### src/rtl/reg_wb_arbiter_if.sv
`default_nettype none
// +----------------------------------------------------------------------------+
// | Interface : reg_wb_arbiter_if                                              |
// | Purpose   : Bundles the signals of the writeback arbiter. These are the two|
// |             requester handshakes, the register-file write port, the read   |
// |             hazard inputs and the stall/forward outputs.                   |
// | Modports  : master - requesters / pipeline side (drives requests, reads)   |
// |             slave  - the arbiter itself                                    |
// | Revision  : 1.0  initial release                                           |
// +----------------------------------------------------------------------------+
interface reg_wb_arbiter_if #(
  parameter int W  = 8,
  parameter int AW = 3
);
  // ALU writeback requester
  logic          ALU_VALID;
  logic [AW-1:0] ALU_ADDR;
  logic [W-1:0]  ALU_DATA;
  logic          ALU_READY;
  // Load writeback requester
  logic          MEM_VALID;
  logic [AW-1:0] MEM_ADDR;
  logic [W-1:0]  MEM_DATA;
  logic          MEM_READY;
  // Register file write port
  logic          WB_WRITE;
  logic [AW-1:0] WB_ADDR;
  logic [W-1:0]  WB_DATA;
  // Read ports and hazard reporting
  logic          RD1_EN;
  logic [AW-1:0] RD1_ADDR;
  logic          RD2_EN;
  logic [AW-1:0] RD2_ADDR;
  logic          STALL;
  logic          FWD1_VALID;
  logic [W-1:0]  FWD1_DATA;
  logic          FWD2_VALID;
  logic [W-1:0]  FWD2_DATA;

  modport master (
    output ALU_VALID, ALU_ADDR, ALU_DATA,
    input  ALU_READY,
    output MEM_VALID, MEM_ADDR, MEM_DATA,
    input  MEM_READY,
    input  WB_WRITE, WB_ADDR, WB_DATA,
    output RD1_EN, RD1_ADDR, RD2_EN, RD2_ADDR,
    input  STALL, FWD1_VALID, FWD1_DATA, FWD2_VALID, FWD2_DATA
  );

  modport slave (
    input  ALU_VALID, ALU_ADDR, ALU_DATA,
    output ALU_READY,
    input  MEM_VALID, MEM_ADDR, MEM_DATA,
    output MEM_READY,
    output WB_WRITE, WB_ADDR, WB_DATA,
    input  RD1_EN, RD1_ADDR, RD2_EN, RD2_ADDR,
    output STALL, FWD1_VALID, FWD1_DATA, FWD2_VALID, FWD2_DATA
  );
endinterface
`default_nettype wire

### src/rtl/reg_wb_arbiter.sv
`default_nettype none
// +----------------------------------------------------------------------------+
// | Module    : reg_wb_arbiter                                                 |
// | Purpose   : Shares the register file's single write port between the ALU  |
// |             and load writeback paths. Each path has a 1-entry buffer, and  |
// |             buffered writes issue oldest-first through a registered output |
// |             stage. A pending-write scoreboard flags read hazards.          |
// | Ports     : CLK, RESET (sync, active high)                                 |
// |             bus.ALU_* / bus.MEM_*  valid/ready writeback requests          |
// |             bus.WB_*               register file WRITE/INADDRESS/IN        |
// |             bus.RD1_* / bus.RD2_*  read-port enables and addresses         |
// |             bus.STALL, bus.FWD*    hazard stall and optional forwarding    |
// | Options   : REG_WB_FWD_EN - forward the youngest pending value to the      |
// |             read ports instead of stalling                                 |
// | Revision  : 1.0  initial release                                           |
// +----------------------------------------------------------------------------+
module reg_wb_arbiter #(
  parameter int W  = 8,
  parameter int AW = 3,
  parameter int N  = 8
) (
  input wire              CLK,
  input wire              RESET,
  reg_wb_arbiter_if.slave bus
);

  // Requester buffers
  logic          r_alu_full;
  logic [AW-1:0] r_alu_addr;
  logic [W-1:0]  r_alu_data;
  logic          r_mem_full;
  logic [AW-1:0] r_mem_addr;
  logic [W-1:0]  r_mem_data;
  // Set when the MEM buffer was loaded before the ALU buffer. It is only
  // meaningful while both buffers are full.
  logic          r_mem_older;
  // Registered write port
  logic          r_wb_write;
  logic [AW-1:0] r_wb_addr;
  logic [W-1:0]  r_wb_data;

  logic          w_alu_acc;
  logic          w_mem_acc;
  logic          w_issue_alu;
  logic          w_issue_mem;
  logic [N-1:0]  w_pending;
  logic          w_hit1;
  logic          w_hit2;

  assign bus.ALU_READY = !RESET && !r_alu_full;
  assign bus.MEM_READY = !RESET && !r_mem_full;

  assign w_alu_acc = bus.ALU_VALID && bus.ALU_READY;
  assign w_mem_acc = bus.MEM_VALID && bus.MEM_READY;

  // The oldest full buffer wins. A lone full buffer is trivially the oldest.
  assign w_issue_alu = r_alu_full && (!r_mem_full || !r_mem_older);
  assign w_issue_mem = r_mem_full && (!r_alu_full ||  r_mem_older);

  always_ff @(posedge CLK) begin
    if (RESET) begin
      r_alu_full  <= 1'b0;
      r_alu_addr  <= '0;
      r_alu_data  <= '0;
      r_mem_full  <= 1'b0;
      r_mem_addr  <= '0;
      r_mem_data  <= '0;
      r_mem_older <= 1'b0;
      r_wb_write  <= 1'b0;
      r_wb_addr   <= '0;
      r_wb_data   <= '0;
    end else begin
      // A buffer only accepts while empty, so accept and issue never
      // collide on the same buffer.
      if (w_alu_acc) begin
        r_alu_full <= 1'b1;
        r_alu_addr <= bus.ALU_ADDR;
        r_alu_data <= bus.ALU_DATA;
      end else if (w_issue_alu) begin
        r_alu_full <= 1'b0;
      end

      if (w_mem_acc) begin
        r_mem_full <= 1'b1;
        r_mem_addr <= bus.MEM_ADDR;
        r_mem_data <= bus.MEM_DATA;
      end else if (w_issue_mem) begin
        r_mem_full <= 1'b0;
      end

      // A lone accept makes that buffer the younger one. If the other
      // buffer is still full after this edge, it predates the new entry.
      // A simultaneous load ranks ALU as older.
      if (w_alu_acc && w_mem_acc) begin
        r_mem_older <= 1'b0;
      end else if (w_alu_acc) begin
        r_mem_older <= 1'b1;
      end else if (w_mem_acc) begin
        r_mem_older <= 1'b0;
      end

      r_wb_write <= w_issue_alu || w_issue_mem;
      if (w_issue_alu) begin
        r_wb_addr <= r_alu_addr;
        r_wb_data <= r_alu_data;
      end else if (w_issue_mem) begin
        r_wb_addr <= r_mem_addr;
        r_wb_data <= r_mem_data;
      end
    end
  end

  assign bus.WB_WRITE = r_wb_write;
  assign bus.WB_ADDR  = r_wb_addr;
  assign bus.WB_DATA  = r_wb_data;

  // The scoreboard is derived from state rather than counted, so the same
  // address held in several places clears only when the last one retires.
  for (genvar i = 0; i < N; i++) begin : g_pend
    assign w_pending[i] = (r_alu_full && (r_alu_addr == AW'(i))) ||
                          (r_mem_full && (r_mem_addr == AW'(i))) ||
                          (r_wb_write && (r_wb_addr  == AW'(i)));
  end

  assign w_hit1 = !RESET && bus.RD1_EN && w_pending[bus.RD1_ADDR];
  assign w_hit2 = !RESET && bus.RD2_EN && w_pending[bus.RD2_ADDR];

`ifdef REG_WB_FWD_EN
  // Youngest pending value for an address: the younger buffer first, then
  // the older buffer, then the output register.
  function automatic logic [W-1:0] f_youngest(input logic [AW-1:0] a);
    logic          alu_hit;
    logic          mem_hit;
    logic [W-1:0]  val;
    alu_hit = r_alu_full && (r_alu_addr == a);
    mem_hit = r_mem_full && (r_mem_addr == a);
    val     = '0;
    if (alu_hit && mem_hit) begin
      val = r_mem_older ? r_alu_data : r_mem_data;
    end else if (alu_hit) begin
      val = r_alu_data;
    end else if (mem_hit) begin
      val = r_mem_data;
    end else if (r_wb_write && (r_wb_addr == a)) begin
      val = r_wb_data;
    end
    return val;
  endfunction

  assign bus.STALL      = 1'b0;
  assign bus.FWD1_VALID = w_hit1;
  assign bus.FWD1_DATA  = w_hit1 ? f_youngest(bus.RD1_ADDR) : '0;
  assign bus.FWD2_VALID = w_hit2;
  assign bus.FWD2_DATA  = w_hit2 ? f_youngest(bus.RD2_ADDR) : '0;
`else
  assign bus.STALL      = w_hit1 || w_hit2;
  assign bus.FWD1_VALID = 1'b0;
  assign bus.FWD1_DATA  = '0;
  assign bus.FWD2_VALID = 1'b0;
  assign bus.FWD2_DATA  = '0;
`endif

endmodule
`default_nettype wire

### src/flat_wrapper.sv
// flat-port wrapper written by rule: the top's interface ports become plain ports
module reg_wb_arbiter_flat 
#(
  parameter int W  = 8,
  parameter int AW = 3,
  parameter int N  = 8
)
  (CLK, RESET, bus_ALU_VALID, bus_ALU_ADDR, bus_ALU_DATA, bus_ALU_READY, bus_MEM_VALID, bus_MEM_ADDR, bus_MEM_DATA, bus_MEM_READY, bus_WB_WRITE, bus_WB_ADDR, bus_WB_DATA, bus_RD1_EN, bus_RD1_ADDR, bus_RD2_EN, bus_RD2_ADDR, bus_STALL, bus_FWD1_VALID, bus_FWD1_DATA, bus_FWD2_VALID, bus_FWD2_DATA);
  reg_wb_arbiter_if #(.W(W), .AW(AW)) bus_i ();
  input wire CLK;
  input wire RESET;
  input wire logic [$bits(bus_i.ALU_VALID)-1:0] bus_ALU_VALID;
  input wire logic [$bits(bus_i.ALU_ADDR)-1:0] bus_ALU_ADDR;
  input wire logic [$bits(bus_i.ALU_DATA)-1:0] bus_ALU_DATA;
  output wire logic [$bits(bus_i.ALU_READY)-1:0] bus_ALU_READY;
  input wire logic [$bits(bus_i.MEM_VALID)-1:0] bus_MEM_VALID;
  input wire logic [$bits(bus_i.MEM_ADDR)-1:0] bus_MEM_ADDR;
  input wire logic [$bits(bus_i.MEM_DATA)-1:0] bus_MEM_DATA;
  output wire logic [$bits(bus_i.MEM_READY)-1:0] bus_MEM_READY;
  output wire logic [$bits(bus_i.WB_WRITE)-1:0] bus_WB_WRITE;
  output wire logic [$bits(bus_i.WB_ADDR)-1:0] bus_WB_ADDR;
  output wire logic [$bits(bus_i.WB_DATA)-1:0] bus_WB_DATA;
  input wire logic [$bits(bus_i.RD1_EN)-1:0] bus_RD1_EN;
  input wire logic [$bits(bus_i.RD1_ADDR)-1:0] bus_RD1_ADDR;
  input wire logic [$bits(bus_i.RD2_EN)-1:0] bus_RD2_EN;
  input wire logic [$bits(bus_i.RD2_ADDR)-1:0] bus_RD2_ADDR;
  output wire logic [$bits(bus_i.STALL)-1:0] bus_STALL;
  output wire logic [$bits(bus_i.FWD1_VALID)-1:0] bus_FWD1_VALID;
  output wire logic [$bits(bus_i.FWD1_DATA)-1:0] bus_FWD1_DATA;
  output wire logic [$bits(bus_i.FWD2_VALID)-1:0] bus_FWD2_VALID;
  output wire logic [$bits(bus_i.FWD2_DATA)-1:0] bus_FWD2_DATA;
  assign bus_i.ALU_VALID = bus_ALU_VALID;
  assign bus_i.ALU_ADDR = bus_ALU_ADDR;
  assign bus_i.ALU_DATA = bus_ALU_DATA;
  assign bus_ALU_READY = bus_i.ALU_READY;
  assign bus_i.MEM_VALID = bus_MEM_VALID;
  assign bus_i.MEM_ADDR = bus_MEM_ADDR;
  assign bus_i.MEM_DATA = bus_MEM_DATA;
  assign bus_MEM_READY = bus_i.MEM_READY;
  assign bus_WB_WRITE = bus_i.WB_WRITE;
  assign bus_WB_ADDR = bus_i.WB_ADDR;
  assign bus_WB_DATA = bus_i.WB_DATA;
  assign bus_i.RD1_EN = bus_RD1_EN;
  assign bus_i.RD1_ADDR = bus_RD1_ADDR;
  assign bus_i.RD2_EN = bus_RD2_EN;
  assign bus_i.RD2_ADDR = bus_RD2_ADDR;
  assign bus_STALL = bus_i.STALL;
  assign bus_FWD1_VALID = bus_i.FWD1_VALID;
  assign bus_FWD1_DATA = bus_i.FWD1_DATA;
  assign bus_FWD2_VALID = bus_i.FWD2_VALID;
  assign bus_FWD2_DATA = bus_i.FWD2_DATA;
  reg_wb_arbiter #(.W(W), .AW(AW), .N(N)) u_core (.CLK(CLK), .RESET(RESET), .bus(bus_i));
endmodule
### config.mk
export PLATFORM = sky130hd
export DESIGN_NAME = reg_wb_arbiter_flat
export DESIGN_NICKNAME = d
export VERILOG_FILES = /design/src/rtl/reg_wb_arbiter_if.sv /design/src/rtl/reg_wb_arbiter.sv /design/src/flat_wrapper.sv
export SDC_FILE = /design/constraint.sdc
export NUM_CORES = 1
export LEC_CHECK = 0
export BUFFER_PORTS_ARGS = -buffer_cell sky130_fd_sc_hd__buf_4
export CAP_MARGIN = 15
export CORE_MARGIN = 2
export CORE_UTILIZATION = 53
export CTS_BUF_LIST = sky130_fd_sc_hd__clkbuf_4 sky130_fd_sc_hd__clkbuf_8
export DETAILED_ROUTE_END_ITERATION = 12
export GPL_TIMING_DRIVEN = 0
export PLACE_DENSITY_LB_ADDON = 0.1
export SLEW_MARGIN = 20
export SYNTH_ARGS = -nofsm -noshare
export SYNTH_HDL_FRONTEND = slang
export SYNTH_SLANG_ARGS = --single-unit
export TNS_END_PERCENT = 10
### constraint.sdc
create_clock -name CLK -period 3.1 [get_ports CLK]
set_clock_uncertainty 0.15 [all_clocks]
set_input_delay 0.775 -clock CLK [delete_from_list [all_inputs] [get_ports CLK]]
set_output_delay 0.775 -clock CLK [all_outputs]
set_load 0.005 [all_outputs]
; Word level (Yosys, flattened, before mapping)
; Cells that the tools add are included.
[totals]
ff_bits = 37
latch_bits = 0
ram_bits = 0
rom_bits = 0
in_bits = 34
output_inout_bits = 33
word_cells = 114
mem_count = 0
[classes]
addsub = 0
n_mul = 0
n_div = 0
n_lt_le_gt_ge = 2
n_eq_ne = 21
n_shift = 0
muxes = 14
bitwise = 0
reduce_logical = 67
[ops]
columns = op, count
row1 = equality test 3 bit (second input constant), 12
row2 = logical AND 1 bit, 35
row3 = logical OR 1 bit, 20
row4 = equality test 3 x 2 -> 1 bit (second input constant), 6
row5 = 2-to-1 mux 8 bit, 2
row6 = equality test 3 x 1 -> 1 bit (second input constant), 3
row7 = logical NOT 3 bit, 3
row8 = < comparator 3 x 4 -> 1 bit (second input constant), 2
row9 = 2-to-1 mux 1 bit, 8
row10 = nonzero test 2 bit, 4
row11 = binary-select mux 1 bit (select 3 bit), 2
row12 = 2-to-1 mux 3 bit, 2
row13 = logical NOT 1 bit, 4
row14 = OR reduction 2 bit, 1

; Logic depth before layout (Yosys ltp)
; Gate-level depths: netlist (run 1).
[depth]
word_depth = 8
ltp_mapped = 6
mapped_depth_nobuf = 5

; Worst setup path before layout (run 1)
; Ideal clock, no wire load.
[synth_path]
kind = input to output
startpoint = in bus_RD1_ADDR[2]
endpoint = out bus_STALL
t_arrival_ps = 1775
required_ps = 2175
setup_slack_ps = 400
stages = 4
path_buffers = 0
path_cell_list = and3b_1 > a32oi_1 > o311ai_0 > or4_1
[synth_via]
elab_chain_cells = 4
[synth_lines]
columns = item, line
row1 = "start, declared", flat_wrapper.sv:24  ; input wire logic [$bits(bus_i.RD1_ADDR)-1:0] bus_RD1_ADDR;
row2 = binary-select mux 1 bit (select 3 bit), reg_wb_arbiter.sv:125  ; assign w_hit1 = !RESET && bus.RD1_EN && w_pending[bus.RD1_ADDR];
row3 = 2-to-1 mux 1 bit (implied by the code), reg_wb_arbiter.sv:125
row4 = logical AND 1 bit, reg_wb_arbiter.sv:125
row5 = logical OR 1 bit, reg_wb_arbiter.sv:156  ; assign bus.STALL = w_hit1 || w_hit2;
row6 = "end, declared", flat_wrapper.sv:27  ; output wire logic [$bits(bus_i.STALL)-1:0] bus_STALL;
; Every way passes these cells. The select of a mux whose other input is x is not followed.

; Worst setup path in the final report (run 1)
[layout_path]
startpoint = reg u_core.r_alu_addr[2]
endpoint = out bus_STALL
[layout_via]
elab_chain_cells = 8
[layout_lines]
columns = item, line
row1 = "start, declared", reg_wb_arbiter.sv:29  ; logic [AW-1:0] r_alu_addr;
row2 = "start signal, assigned", reg_wb_arbiter.sv:77  ; r_alu_addr <= bus.ALU_ADDR;
row3 = "equality test 3 x 1 -> 1 bit, or another cell as far along", reg_wb_arbiter.sv:120  ; assign w_pending[i] = (r_alu_full && (r_alu_addr == AW'(i))) ||
row4 = logical AND 1 bit, reg_wb_arbiter.sv:120
row5 = logical OR 1 bit, reg_wb_arbiter.sv:120
row6 = logical OR 1 bit, reg_wb_arbiter.sv:121  ; (r_mem_full && (r_mem_addr == AW'(i))) ||
row7 = "binary-select mux 1 bit (select 3 bit), on equally long branches", "reg_wb_arbiter.sv:125, reg_wb_arbiter.sv:126"
row8 = "2-to-1 mux 1 bit, on equally long branches", "reg_wb_arbiter.sv:125, reg_wb_arbiter.sv:126"
row9 = "logical AND 1 bit, on equally long branches", "reg_wb_arbiter.sv:125, reg_wb_arbiter.sv:126"
row10 = logical OR 1 bit *, reg_wb_arbiter.sv:156
; Every way passes the cells marked *; elsewhere a longest branch is shown, timed or not. The select of a mux whose other input is x is not followed.

==> results of run 1 <==
## registers in the layout, summed over array words and instances, names as in the netlist
register             flops
u_core.r_mem_full        1
u_core.bus.WB_ADDR       3
u_core.bus.WB_DATA       8
u_core.r_alu_addr        3
u_core.r_alu_full        1
u_core.r_mem_older       1
u_core.bus.WB_WRITE      1
u_core.r_mem_addr        3
u_core.r_alu_data        8
u_core.r_mem_data        8
## per-stage QoR
step	hold WS [ps]	cell area [µm²]	instances
final	326	2870	378
after global routing	342	2870	378
after CTS	327	2750	371
after detailed placement	312	2630	363
after global placement	308	2630	363
after floorplan	299	2200	265
## where the power goes
part / switching, µW / internal [µW]
Combinational: 119 / 147
Clock: 179 / 262
Sequential: 22.9 / 514
Total: 321 / 922
## cells by family after synthesis
group,count (synthesis),share of synthesized area (%)
AND/OR/NAND/NOR,112,33.8
AO/OA/AOI/OAI,43,12.4
buffers and inverters,42,12.4
flip-flops,37,34.6
multiplexers,13,6.66
other,1,0.175
## cells in the mapped netlist, types with 2 or more instances
master | number | area share [%]
nand4_1 | 5 | 1.5
nand2_1 | 24 | 4.2
o21ai_0 | 22 | 5.1
nor4b_1 | 4 | 1.6
mux2i_1 | 12 | 5.6
dfxtp_1 | 37 | 35
nand3_1 | 4 | 0.94
nor3_2 | 2 | 0.94
a21oi_1 | 3 | 0.70
nor3_1 | 2 | 0.47
and4bb_1 | 3 | 1.8
nand4bb_1 | 2 | 1.1
buf_2 | 5 | 1.2
and2_1 | 2 | 0.58
nand2b_1 | 24 | 7.0
nand4b_1 | 11 | 4.5
buf_6 | 2 | 1.1
buf_4 | 23 | 8.1
clkbuf_1 | 10 | 1.8
nor2_1 | 16 | 2.8
nand3b_1 | 3 | 1.1
a211oi_1 | 12 | 4.2
## critical path, delay by kind of cell (launching register included)
family                 cells  cell delay, ps
and+or+nand+nor            4             950
buffers and inverters      2             290
DFF                        1             330
muxes                      1             270
## path summary, 6_finish.rpt
check	endpoint	from	depth (start not counted)
worst min register to register	u_core.r_mem_data[2]	u_core.r_mem_data[2]	2
worst max-delay path	bus_STALL	u_core.r_alu_addr[2]	7
worst max register to register	u_core.bus.WB_DATA[3]	u_core.r_alu_full	5
worst min-delay path	u_core.r_mem_data[2]	u_core.r_mem_data[2]	2
## layout make-up
cell class	instances	area (µm²)	area share, %
inverter	1	3.75	0.131
buffer	41	290	10.1
timing repair buffer	55	413	14.4
sequential	37	746	25.9
multi-input combinational	186	1240	43.1
clock buffer	6	82.6	2.87
clock inverter	2	37.5	1.31
tap	50	62.6	2.18
## per-layer routing
metal	GRT usage (%)	part of all wire, %	vias to the layer above	wire length (µm)
li1	-	-	1004	-
met1	31.8	48	880	2350
met2	32.6	46	52	2220
met3	6.50	4.8	9	233
met4	6.12	1.4	0	70
met5	0	0	-	0
## what timing repair did
action | in CTS | in global routing
setup endpoints to repair | 1 | 1
resized for setup | 1 | 22
setup buffers | 0 | 7
pin swaps | 0 | 4
==> run metrics, run 1 <==
status=complete, no violations; synth unique cells=between 40 and 50; setup TNS=0 ps; register area share after synthesis=34.6%; floorplan row count=23; Die Width=67.6 µm; number of synthesized flops with an enable pin=0; Leak=0.00122 µW; share of cells above drive strength 1=about a third; clock latency on the worst-skew pair=290 ps; Fin. Hold Viols=0; die height=between 60 and 70 µm; Data arrival, critical path=~2100 ps; setup violators final=0; Worst Slack Setup Final=36.8 ps; DR vias/cell=just over 5; GRT Util Overall=22.3%; CTS tree=done; R2R Setup Slk=1230 ps; critical-path cell list=buf_6 > and4bb_1 > nor3_2 > mux4_2 > nor4b_2 > or4_1 > buf_4; commonest non-fill, non-tap cell in the layout=buf_4; Root Buffer=clkbuf_8; min cycle time layout=3060 ps; vias in the first global route=1594; DRT iter0 DRCs=180; Reg clk slew, reported paths=80 ps; Core Box Area=0.00394 mm²; Hold Buf Count CTS=0; Area Overhead vs Synth=34.2%; fmax=between 300 and 400 MHz; PortBufs=48; Post-Syn Area=approximately 0.0021 mm²; CTS Buf Count=5; startpoint types=flip-flop; TritonRoute pass-1 iters=4; CP Data Required Time=between 2000 and 2500 ps; IO Count=67; maxcap violations=0; fraction of registers with async set/reset=0%; Setup WS pre-CTS=26.6 ps; fin crit share=98.8%; Worst setup EP type=primary output; crit-path max FO=8; most frequent cells in the layout=buf_4, dfxtp_1, nand2_1, nand2b_1, o21ai_0; syn_area_per_cell=8.63 µm²; Critical Setup Path Class=reg2out; Clock Sink Count=37; WL/cell=between 10 and 15 µm; RSZ-0062 raised after global routing=true; Max VDD drop=approximately 340 µV; slowest CP cell=or4_1; drt drc=0; Antenna Nets Post-Route=0; Hold Path Class=reg2reg; Nets=361; H-tree depth=2; flops & latches, synth=37; Power Density=432 mW/mm²; Slew Limit Fails=0; largest net degree at the start of global routing=13; first-pass GRT wire length=7.56 mm; crit-path max cell delay=between 500 and 600 ps; fill cell count=323; synth warn=0; Layout Utilization=72.9%; Clock Path Buffers=2; Pwr Total=1240 µW; DIE AREA=approximately 0.0046 mm²; initial antenna violation count=0; WL final=4.87 mm; starting density of the core=54.3%; cell count after synthesis=about 250; antenna cells=0; DPL Wire Length=~3.5 mm; via count=1945; grt ovf=0; final RePlAce weighted congestion=0.858; prevailing post-synth register cell=dfxtp_1
No activity file was read; power rests on OpenSTA's default activity.
==> run 2: changes to the inputs <==
--- a/config.mk
+++ b/config.mk
@@ -5,11 +5,15 @@
 export SDC_FILE = /design/constraint.sdc
 export NUM_CORES = 1
 export LEC_CHECK = 0
+export ABC_AREA = 1
 export BUFFER_PORTS_ARGS = -buffer_cell sky130_fd_sc_hd__buf_4
 export CAP_MARGIN = 15
+export CELL_PAD_IN_SITES_DETAIL_PLACEMENT = 0
+export CELL_PAD_IN_SITES_GLOBAL_PLACEMENT = 1
 export CORE_MARGIN = 2
-export CORE_UTILIZATION = 53
+export CORE_UTILIZATION = 35
 export CTS_BUF_LIST = sky130_fd_sc_hd__clkbuf_4 sky130_fd_sc_hd__clkbuf_8
+export CTS_CLUSTER_SIZE = 25
 export DETAILED_ROUTE_END_ITERATION = 12
 export GPL_TIMING_DRIVEN = 0
 export PLACE_DENSITY_LB_ADDON = 0.1
==> run 2 against run 1 <==
Net effect: sequential share of layout area rose by 3.5 points; sequential power fell by 0.9%; clock power fell by 22%; critical endpoint unchanged; clock-buffer cell count rose by 2; first-iteration DRC count fell by 38%; core utilization fell by 25 points; total power fell by 12%; hold slack got worse by 16 ps; final area fell by 12%; largest power group unchanged; routed wire length rose by 2.5%.
==> run metrics, run 2 <==
Reg power frac=48.8% (+5.6 points); H-tree depth=2 (unchanged); Die Width=78.1 µm (+16%); register area share after synthesis=38.5% (+3.9 points); min cycle time layout=2540 ps (-525 ps); number of synthesized flops with an enable pin=0 (unchanged); status=complete, no violations; Finished Layout Cells=429 (+13%); prevailing post-synth register cell=dfxtp_1; fin crit share=81.9% (-17 points); Hold Buf Count CTS=0 (unchanged); FF/Latch Area=741 µm² (-0.67%); CTS Buf Count=5 (unchanged); Root Buffer=clkbuf_8; starting density of the core=36.9% (-17 points); Fin. Hold Viols=0 (unchanged); IO Count=67 (unchanged); GRT Util Overall=17.4% (-4.9 points); Layout Utilization=48.4% (-25 points); Max transition margin=between 60 and 70%; cell count after synthesis=287 (+16%); crit-path max FO=6 (-2); Area Overhead vs Synth=31.0%; setup violators final=0 (unchanged); grt ovf=0 (unchanged); Sw Ratio=27.0% (+1.2 points); Clock Sink Count=37 (unchanged); most frequent cells in the layout=buf_4, nand2_1, nand3_1; DPL Wire Length=3.99 mm (+13%); met3 GRT Util=3.22% (-3.3 points); fmax=394 MHz (+21%); PortBufs=47 (-2.1%); Post-Syn Area=0.00192 mm² (-10%); GR Util met1=26.2% (-5.6 points); drt drc=0 (unchanged); WL/cell=11.6 µm (-9.7%); Data arrival, critical path=1610 ps (-530 ps); measured slew at the worst slew-check pin=503 ps; cell count after placement=421 (+16%); CTS tree=done; GRT Max-Usage Layer=met1; combinational share of power=19.5% (-1.9 points); commonest non-fill, non-tap cell in the layout=buf_4; share of cells above drive strength 1=22.6% (-11 points); DRT iter0 DRCs=112 (-38%); post-cts resize count=0 (-1); synth unique cells=20 (-52%); CP Data Required Time=2170 ps (about the same); Reg clk slew, reported paths=70 ps (about the same); count leader, synth=nand2_1; startpoint types=flip-flop; DR vias/cell=4.49 (-13%); RSZ-0062 raised after global routing=false; die height=78.1 µm (+16%); Antenna Nets Post-Route=0 (unchanged); setup TNS=0 ps (unchanged); Pwr Total=1090 µW (-12%); met2 Use GR=25.3% (-7.3 points); area leader, netlist=dfxtp_1; DIE AREA=0.00610 mm² (+34%); via count=1926 (-0.98%); final RePlAce weighted congestion=0.822 (-4.1%); Max VDD drop=322 µV (-3.8%); clock power share=31.7% (-3.7 points); design internal power=796 µW (-14%); fill cell count=579 (+79%); initial antenna violation count=0 (unchanged); synth warn=0 (unchanged); flops & latches, synth=37 (unchanged); TritonRoute pass-1 iters=4 (unchanged); sw power=294 µW (-8.4%); fraction of registers with async set/reset=0% (unchanged); Worst setup EP type=primary output; clock latency on the worst-skew pair=270 ps (-20 ps); Post-CTS Setup Inserts=0 (unchanged); WL final=5.00 mm (+2.5%); largest net degree at the start of global routing=11 (-2); first-pass GRT wire length=8.40 mm (+11%); share of the synthesized area in the top cell type=38.5% (+3.9 points); Slew Limit Fails=0 (unchanged); maxcap violations=0 (unchanged); Leak=0.00127 µW (+4.2%); multi-input logic area=923 µm² (-25%); Power Density=433 mW/mm² (about the same); syn_area_per_cell=6.70 µm² (-22%); Synth top cells by count=nand2_1, nand3_1, dfxtp_1; Core Box Area=0.00520 mm² (+32%); Clock Path Buffers=2 (unchanged); vias in the first global route=1761 (+10%); Hold Path Class=reg2reg; antenna cells=0 (unchanged); Nets=392 (+8.6%); floorplan row count=26 (+13%); Critical Setup Path Class=reg2out; synth top area cells=dfxtp_1, nand2_1, nand3_1
-- run 2: cell types whose count changed after synthesis, moves of 4 or more --
cell,delta
nor2_1,+6
nor4b_1,-4
inv_1,+33
mux2i_1,-12
a211oi_1,-12
nand3_1,+41
buf_4,-4
clkbuf_1,-7
nand4_1,+10
o21ai_0,+12
nand2b_1,-24
nand2_1,+37
nand4b_1,-11
-- run 2: cell families after synthesis --
family          synth area share, %
compound gates                 11.0
buf+inv                        16.7
flops                          38.5
other cells                   0.195
simple gates                   33.5
-- run 2: power by group through the flow --
stage | clock network (µW) | registers, µW | logic, µW
global route | 374 | 537 | 243
CTS | 352 | 532 | 213
finish | 345 | 532 | 212
floorplan | 0 | 540 | 124
global placement | 0 | 542 | 213
detailed placement | 0 | 543 | 212
-- run 2: worst paths after layout --
kind | from | endpoint | slack [ps] | cells after the start
worst max-delay path | u_core.r_alu_full | bus_STALL | 560 | 9
worst max register to register | u_core.r_alu_full | u_core.r_mem_older | 1580 | 5
worst min-delay path | u_core.r_alu_data[2] | u_core.r_alu_data[2] | 310 | 2
worst min register to register | u_core.r_alu_data[2] | u_core.r_alu_data[2] | 310 | 2
-- run 2: area by class of cell --
cell class / count / area share, %
Clock buffer: 8 / 3.63
Tap cell: 70 / 3.48
Sequential cell: 37 / 29.4
Inverter: 35 / 5.22
Buffer: 28 / 7.55
Multi-Input combinational cell: 204 / 36.7
Timing Repair Buffer: 47 / 14.0
-- run 2: metrics by stage --
stage | cell area, µm² | worst slack, ps | hold WS, ps
detailed placement | 2430 | 593 | 301
global placement | 2430 | 542 | 299
CTS | 2520 | 537 | 311
finish | 2520 | 562 | 310
global route | 2520 | 336 | 336
floorplan | 1990 | 893 | 289
-- run 2: per-layer routing --
layer | vias up | share of wire (%)
li1 | 1045 | -
met4 | 0 | 0.50
met1 | 829 | 52
met3 | 2 | 5.9
met5 | - | 0
met2 | 50 | 41
-- run 2: worst max-delay path: stages (launching register included) --
cell and delay, ps:
dfxtp_1 420, inv_1 110, nor2_1 180, nand2_1 100, nand4_1 100, nand3_1 90, nand3b_1 90, nand3_1 80
nand2_1 60, buf_4 100
